===== src/rtl/fetch_pkg.sv =====
// fetch_pkg: shared types and constants for the RV32I instruction-fetch stage.
package fetch_pkg;

  localparam int XLEN = 32;

  // addi x0, x0, 0 -- the canonical bubble instruction.
  localparam logic [XLEN-1:0] NOP_INSTR = 32'h0000_0013;

  typedef enum logic {
    FETCH = 1'b0,
    DRAIN = 1'b1
  } fetch_state_t;

  // One prefetched instruction together with the address it came from.
  typedef struct packed {
    logic [XLEN-1:0] pc;
    logic [XLEN-1:0] ins;
  } fetch_entry_t;

endpackage


===== src/rtl/fetch_stage_if.sv =====
// fetch_stage_if: pipelined request/response port between fetch and instruction memory.
interface fetch_stage_if #(
  parameter int DATA_WIDTH = 32
);
  logic                  imem_req;
  logic [DATA_WIDTH-1:0] imem_addr;
  logic                  imem_ready;
  logic                  imem_rvalid;
  logic [DATA_WIDTH-1:0] imem_rdata;

  // Fetch side issues requests and consumes responses.
  modport master (
    output imem_req, imem_addr,
    input  imem_ready, imem_rvalid, imem_rdata
  );

  // Memory side.
  modport slave (
    input  imem_req, imem_addr,
    output imem_ready, imem_rvalid, imem_rdata
  );
endinterface


===== src/rtl/fetch_fifo.sv =====
// fetch_fifo: synchronous prefetch FIFO of fetch_entry_t. Clear takes priority over push and pop.
module fetch_fifo
  import fetch_pkg::*;
#(
  parameter int DEPTH = 4,
  parameter int CW    = $clog2(DEPTH) + 1
) (
  input  logic          clk,
  input  logic          rst_n,
  input  logic          push,
  input  logic          pop,
  input  logic          clear,
  input  fetch_entry_t  wdata,
  output fetch_entry_t  rdata,
  output logic [CW-1:0] count,
  output logic          empty,
  output logic          full
);
  localparam int AW = $clog2(DEPTH);

  fetch_entry_t  mem [DEPTH];
  logic [AW-1:0] wr_ptr;
  logic [AW-1:0] rd_ptr;
  logic          do_push;
  logic          do_pop;

  assign empty   = (count == '0);
  assign full    = (count == CW'(DEPTH));
  assign do_push = push & ~full & ~clear;
  assign do_pop  = pop & ~empty & ~clear;
  assign rdata   = mem[rd_ptr];

  // Write an incoming entry into the slot at the write pointer.
  // NOTE: the storage array is deliberately left without reset; an entry is only ever
  // read after count shows it was written, so clearing it would only cost reset routing.
  always_ff @(posedge clk) begin
    if (do_push) mem[wr_ptr] <= wdata;
  end

  // Advance pointers and track occupancy; clear empties the FIFO in one cycle.
  // NOTE: sequential state uses non-blocking assignments so every flop samples
  // pre-edge values; blocking here would make results depend on statement order.
  always_ff @(posedge clk or negedge rst_n) begin
    if (!rst_n) begin
      wr_ptr <= '0;
      rd_ptr <= '0;
      count  <= '0;
    end else if (clear) begin
      wr_ptr <= '0;
      rd_ptr <= '0;
      count  <= '0;
    end else begin
      if (do_push) wr_ptr <= wr_ptr + AW'(1);
      if (do_pop)  rd_ptr <= rd_ptr + AW'(1);
      count <= count + CW'(do_push) - CW'(do_pop);
    end
  end

endmodule


===== src/rtl/fetch_stage.sv =====
// fetch_stage: PC register, pipelined imem port, prefetch FIFO and IF/ID register.
// Optional macro FETCH_PERF_EN adds bubble and redirect performance counters.
module fetch_stage
  import fetch_pkg::*;
#(
  parameter int                    DATA_WIDTH = 32,
  parameter logic [DATA_WIDTH-1:0] RESET_PC   = 32'h0000_0000,
  parameter int                    FIFO_DEPTH = 4
) (
  input  logic                  clk,
  input  logic                  rst_n,
  input  logic                  stall_d,
  input  logic                  pc_src,
  input  logic [DATA_WIDTH-1:0] pc_target,
  fetch_stage_if.master         imem,
  output logic [DATA_WIDTH-1:0] ins,
  output logic [DATA_WIDTH-1:0] pc_d,
  output logic [DATA_WIDTH-1:0] pc_plus_4d,
  output logic                  valid_d
`ifdef FETCH_PERF_EN
  ,
  output logic [31:0]           perf_bubble_cnt,
  output logic [31:0]           perf_redirect_cnt
`endif
);
  localparam int CW = $clog2(FIFO_DEPTH) + 1;
  localparam int SW = CW + 1;

  fetch_state_t          state_q, state_d;
  logic [DATA_WIDTH-1:0] pc_f, resp_pc, target_aligned;
  logic [CW-1:0]         outstanding, drop_cnt, drop_next, fifo_count;
  logic                  room, accept, push, pop, fifo_empty, fifo_full;
  fetch_entry_t          head;

  assign target_aligned = {pc_target[DATA_WIDTH-1:2], 2'b00};
  assign room      = ({1'b0, fifo_count} + {1'b0, outstanding}) < SW'(FIFO_DEPTH);
  assign accept    = imem.imem_req & imem.imem_ready;
  // A response landing in the redirect cycle is already accounted for here.
  assign drop_next = outstanding - CW'(imem.imem_rvalid);

  fetch_fifo #(
    .DEPTH (FIFO_DEPTH),
    .CW    (CW)
  ) u_fifo (
    .clk   (clk),
    .rst_n (rst_n),
    .push  (push),
    .pop   (pop),
    .clear (pc_src),
    .wdata ('{pc: resp_pc, ins: imem.imem_rdata}),
    .rdata (head),
    .count (fifo_count),
    .empty (fifo_empty),
    .full  (fifo_full)
  );

  // FSM state register.
  always_ff @(posedge clk or negedge rst_n) begin
    if (!rst_n) state_q <= FETCH;
    else        state_q <= state_d;
  end

  // FSM next state: a redirect discards in-flight responses through DRAIN.
  // NOTE: every always_comb output gets a default first so no path leaves it unassigned (no latch).
  always_comb begin
    state_d = state_q;
    if (pc_src) begin
      state_d = (drop_next != '0) ? DRAIN : FETCH;
    end else if (state_q == DRAIN && imem.imem_rvalid && drop_cnt == CW'(1)) begin
      state_d = FETCH;
    end
  end

  // FSM outputs: request issue, FIFO push and pop. Requests wait for reset release.
  always_comb begin
    imem.imem_req  = rst_n & (state_q == FETCH) & ~pc_src & room;
    imem.imem_addr = pc_f;
    push           = imem.imem_rvalid & (state_q == FETCH) & ~pc_src & ~fifo_full;
    pop            = ~pc_src & ~stall_d & ~fifo_empty;
  end

  // PC, response PC and in-flight bookkeeping.
  always_ff @(posedge clk or negedge rst_n) begin
    if (!rst_n) begin
      pc_f        <= RESET_PC;
      resp_pc     <= RESET_PC;
      outstanding <= '0;
      drop_cnt    <= '0;
    end else begin
      outstanding <= outstanding + CW'(accept) - CW'(imem.imem_rvalid);
      if (pc_src) begin
        pc_f     <= target_aligned;
        resp_pc  <= target_aligned;
        drop_cnt <= drop_next;
      end else begin
        if (accept) pc_f <= pc_f + DATA_WIDTH'(4);
        if (push)   resp_pc <= resp_pc + DATA_WIDTH'(4);
        if (state_q == DRAIN && imem.imem_rvalid) drop_cnt <= drop_cnt - CW'(1);
      end
    end
  end

  // IF/ID register: redirect forces a bubble even under stall; stall holds otherwise.
  always_ff @(posedge clk or negedge rst_n) begin
    if (!rst_n) begin
      ins        <= NOP_INSTR;
      pc_d       <= '0;
      pc_plus_4d <= '0;
      valid_d    <= 1'b0;
    end else if (pc_src) begin
      ins     <= NOP_INSTR;
      valid_d <= 1'b0;
    end else if (!stall_d) begin
      if (!fifo_empty) begin
        ins        <= head.ins;
        pc_d       <= head.pc;
        pc_plus_4d <= head.pc + DATA_WIDTH'(4);
        valid_d    <= 1'b1;
      end else begin
        ins     <= NOP_INSTR;
        valid_d <= 1'b0;
      end
    end
  end

`ifdef FETCH_PERF_EN
  // Count bubble loads of IF/ID and redirect cycles.
  always_ff @(posedge clk or negedge rst_n) begin
    if (!rst_n) begin
      perf_bubble_cnt   <= '0;
      perf_redirect_cnt <= '0;
    end else begin
      if (pc_src || (!stall_d && fifo_empty)) perf_bubble_cnt <= perf_bubble_cnt + 32'd1;
      if (pc_src) perf_redirect_cnt <= perf_redirect_cnt + 32'd1;
    end
  end
`endif

endmodule


===== src/flat_wrapper.sv =====
// flat-port wrapper written by rule: the top's interface ports become plain ports
module fetch_stage_flat import fetch_pkg::*;
#(
  parameter int                    DATA_WIDTH = 32,
  parameter logic [DATA_WIDTH-1:0] RESET_PC   = 32'h0000_0000,
  parameter int                    FIFO_DEPTH = 4
)
  (clk, rst_n, stall_d, pc_src, pc_target, ins, pc_d, pc_plus_4d, valid_d, imem_imem_req, imem_imem_addr, imem_imem_ready, imem_imem_rvalid, imem_imem_rdata);
  fetch_stage_if #(.DATA_WIDTH(DATA_WIDTH)) imem_i ();
  input  logic clk;
  input  logic rst_n;
  input  logic stall_d;
  input  logic pc_src;
  input  logic [DATA_WIDTH-1:0] pc_target;
  output logic [DATA_WIDTH-1:0] ins;
  output logic [DATA_WIDTH-1:0] pc_d;
  output logic [DATA_WIDTH-1:0] pc_plus_4d;
  output logic valid_d;
  output wire logic [$bits(imem_i.imem_req)-1:0] imem_imem_req;
  output wire logic [$bits(imem_i.imem_addr)-1:0] imem_imem_addr;
  input wire logic [$bits(imem_i.imem_ready)-1:0] imem_imem_ready;
  input wire logic [$bits(imem_i.imem_rvalid)-1:0] imem_imem_rvalid;
  input wire logic [$bits(imem_i.imem_rdata)-1:0] imem_imem_rdata;
  assign imem_imem_req = imem_i.imem_req;
  assign imem_imem_addr = imem_i.imem_addr;
  assign imem_i.imem_ready = imem_imem_ready;
  assign imem_i.imem_rvalid = imem_imem_rvalid;
  assign imem_i.imem_rdata = imem_imem_rdata;
  fetch_stage #(.DATA_WIDTH(DATA_WIDTH), .RESET_PC(RESET_PC), .FIFO_DEPTH(FIFO_DEPTH)) u_core (.clk(clk), .rst_n(rst_n), .stall_d(stall_d), .pc_src(pc_src), .pc_target(pc_target), .imem(imem_i), .ins(ins), .pc_d(pc_d), .pc_plus_4d(pc_plus_4d), .valid_d(valid_d));
endmodule

===== config.mk =====
export PLATFORM = sky130hd
export DESIGN_NAME = fetch_stage_flat
export DESIGN_NICKNAME = d
export VERILOG_FILES = /design/src/rtl/fetch_pkg.sv /design/src/rtl/fetch_stage_if.sv /design/src/rtl/fetch_fifo.sv /design/src/rtl/fetch_stage.sv /design/src/flat_wrapper.sv
export SDC_FILE = /design/constraint.sdc
export NUM_CORES = 1
export LEC_CHECK = 0
export CORE_AREA = 2 2 219 221
export DETAILED_ROUTE_END_ITERATION = 12
export DIE_AREA = 0 0 221 223
export PLACE_DENSITY = 0.52
export SYNTH_ARGS = -nofsm -noshare
export SYNTH_HDL_FRONTEND = slang
export SYNTH_SLANG_ARGS = --single-unit

===== constraint.sdc =====
create_clock -name clk -period 5.3 [get_ports clk]
set_clock_uncertainty 0.1 [all_clocks]
set_input_delay 1.59 -clock clk [delete_from_list [all_inputs] [get_ports clk]]
set_output_delay 1.59 -clock clk [all_outputs]
set_load 0.1 [all_outputs]

==> qor.txt <==
Worst Min Path Start = u_core.valid_d
H-tree depth = 2
final core utilization = 45.12%
I/O pin cnt = 200
Post-Place Worst Slack = 0.8829 ns
clock network power share = 28.3%
placed instance count = 1,946
most frequent cells in the layout = 248 x edfxtp_1, 192 x nand2_1, 188 x clkdlybuf4s50_1
Fmax = 0.2370 GHz
CTS Buffer Depth = 3
Vert. Die Dim = 223 um
RSZ-0062 raised after global routing = false
post-CTS resize count = 0
die area = 49,280 um2
crit path launch type = input port
Yosys top cell by area = edfxtp_1
Worst VDD drop = 0.6056 mV
hpwl dp = 25.92 mm
Power Internal = 6.802 mW
CP Capture Type = primary output
Max-cap violations = 0
vias per cell = 5.143
port bufs = 191
GR Overflow Total = 0
Max Slew Vio Count = 0
min Tclk post-route = 4.220 ns
flops & latches, synth = 415
Non-Filler Instances = 2,033
num rows = 80
nets = 1,468
Leakage = 7.798 nW
Clock Pin Slew Worst Setup and Hold Paths = 0.05 ns
Sw Share = 39.67%
Psw = 4.473 mW
CTS sink cnt = 415
DR vias = 10,460
outcome = finished, final reports clean
antenna viol nets, final = 0
ys flop type = edfxtp_1
core area = 47,150 um2
DR WL/cell = 20.36 um
Final setup viols = 0
sequential area share after synthesis = 67.97%
Post-Route WL = 41.39 mm
Seq. cell area = 11,630 um2
share of layout cells above drive strength 1 = 11.93%
Worst R2R Start = u_core.u_fifo.rd_ptr[0]
vias in the first global route = 10,650
Die X = 221 um
total CTS buffers = 46
CTS Hold Bufs = 0
Post-synth EDFFs = 248
Final WS setup = 1.080 ns
Pwr Density = 530.0 nW/um2
Yosys warning total = 0
DR DRC count = 0
Critical Path Fanout Max = 2
Placer Congestion = 0.8019
Design Power = 11.28 mW
worst-skew pair later-pin latency = 0.57 ns
first-pass GRT wire length = 64.35 mm
TritonCTS clock tree = done
Fillers = 4,245
Post-CTS Setup Repair Bufs = 0
Synth Area per Inst = 14.59 um2
pin count of the biggest net entering global routing = 96
commonest non-fill, non-tap cell in the layout = edfxtp_1
Cell Area, Synth = 17,110 um2
Slew headroom = 30.36%
WS Path Type = input port to primary output
initial antenna violation count = 2
synth top area cells = edfxtp_1 44%, dfrtp_1 24%, mux4_2 6.8%
Multi-input gate area = 5131 um2
sequential share of power = 37.4%
Netlist cell types = 61
Initial DRC Count = 786
initial core utilization = 36.30%
Root Buffer = clkbuf_16
area grow syn2layout = 24.32%
Total GRT Usage = 16.93%
Final Cycle Share = 79.62%
Post-synth ARST share = 40.24%
Tightest Pin Transition = 1.041 ns
total negative slack = 0 ns
arrival time worst endpoint = 2.53 ns
Pre-antenna DRT Iters = 5
Worst Setup SP = rst_n
Combinational Power Share = 34.3%
Final Hold Vio Count = 0
Hold WC Path Type = flip-flop to flip-flop
Synth top area share = 43.52%
Req. time, crit path = 3.61 ns
cell count after synthesis = 1,173
==> final cells by class <==
class                   instances  area share [%]
clock inverters                19          0.9234
inverters                      25          0.4411
diodes                          1         0.01176
repair buffers                213           9.969
well taps                     615           3.617
clock buffers                  67           6.223
flip-flops and latches        415           54.69
multi-input cells             678           24.12
==> registers in the layout, summed over array words and instances, names as in the netlist <==
name / flops
u_core.drop_cnt: 3
u_core.imem.imem_addr: 30
u_core.ins: 32
u_core.outstanding: 3
u_core.pc_d: 30
u_core.pc_plus_4d: 30
u_core.resp_pc: 30
u_core.state_q: 1
u_core.u_fifo.count: 3
u_core.u_fifo.mem: 248
u_core.u_fifo.rd_ptr: 2
u_core.u_fifo.wr_ptr: 2
u_core.valid_d: 1
==> kinds of logic after synthesis <==
| family | synth area share (%) |
|---|---|
| AO/OA/AOI/OAI | 6.852 |
| XOR/XNOR | 2.969 |
| adder cells (fa/ha/maj) | 1.477 |
| buffers and inverters | 2.208 |
| flip-flops | 67.97 |
| multiplexers | 8.643 |
| other | 0.02192 |
| AND/OR/NAND/NOR | 9.864 |
==> stage by stage <==
| step | area [um2] | hold slack [ns] |
|---|---|---|
| after detailed placement | 19750 | 0.3644 |
| after global routing | 21270 | 0.3938 |
| after floorplan | 17130 | 0.3972 |
| final | 21270 | 0.3704 |
| after global placement | 19750 | 0.3584 |
| after CTS | 21270 | 0.3784 |
==> critical path, stage by stage <==
cell	delay (ns)
buf_6	0.12
nor4b_1	0.33
and3_1	0.29
buf_12	0.19
==> worst paths after layout <==
| kind | to | slack (ns) | cells after the start |
|---|---|---|---|
| setup / recovery | imem_imem_req | 1.08 | 4 |
| hold / removal | u_core.valid_d | 0.37 | 2 |
| setup reg to reg | u_core.pc_plus_4d[28] | 2.19 | 7 |
| hold reg to reg | u_core.valid_d | 0.37 | 2 |
| max in group asynchronous | u_core.u_fifo.rd_ptr[0] | 2.27 | 4 |
| min in group asynchronous | u_core.pc_d[21] | 1.01 | 2 |
==> cells in the mapped netlist, types with 11 or more instances <==
cell type,instances
clkbuf_1,39
dfrtp_1,164
nor2_1,34
o21ai_0,75
and3_1,16
nor3_1,11
o311ai_0,11
nand3_1,37
nand4_1,17
a31oi_1,13
mux4_2,52
and2_1,12
edfxtp_1,248
xnor2_1,27
ha_1,17
nand2_1,192
a22o_1,29
xor2_1,31
inv_1,23
==> metal layers <==
layer,wire [um],share of wire (%),up-vias,track usage [%]
met5,0,0,-,0
met1,19500,47,5312,24.30
met2,19160,46,256,26.30
met4,817,2.0,0,4.763
li1,-,-,4835,-
met3,1918,4.6,53,3.332
==> power by group through the flow <==
stage               Combinational, mW  Clock, mW  Sequential [mW]
finish                           3.87       3.19             4.22
global route                     4.07       3.44             4.28
CTS                              3.91       3.29             4.23
detailed placement               3.90          0             4.28
global placement                 3.89          0             4.27
floorplan                        1.06          0             6.10
No activity file was read; power rests on OpenSTA's default activity.
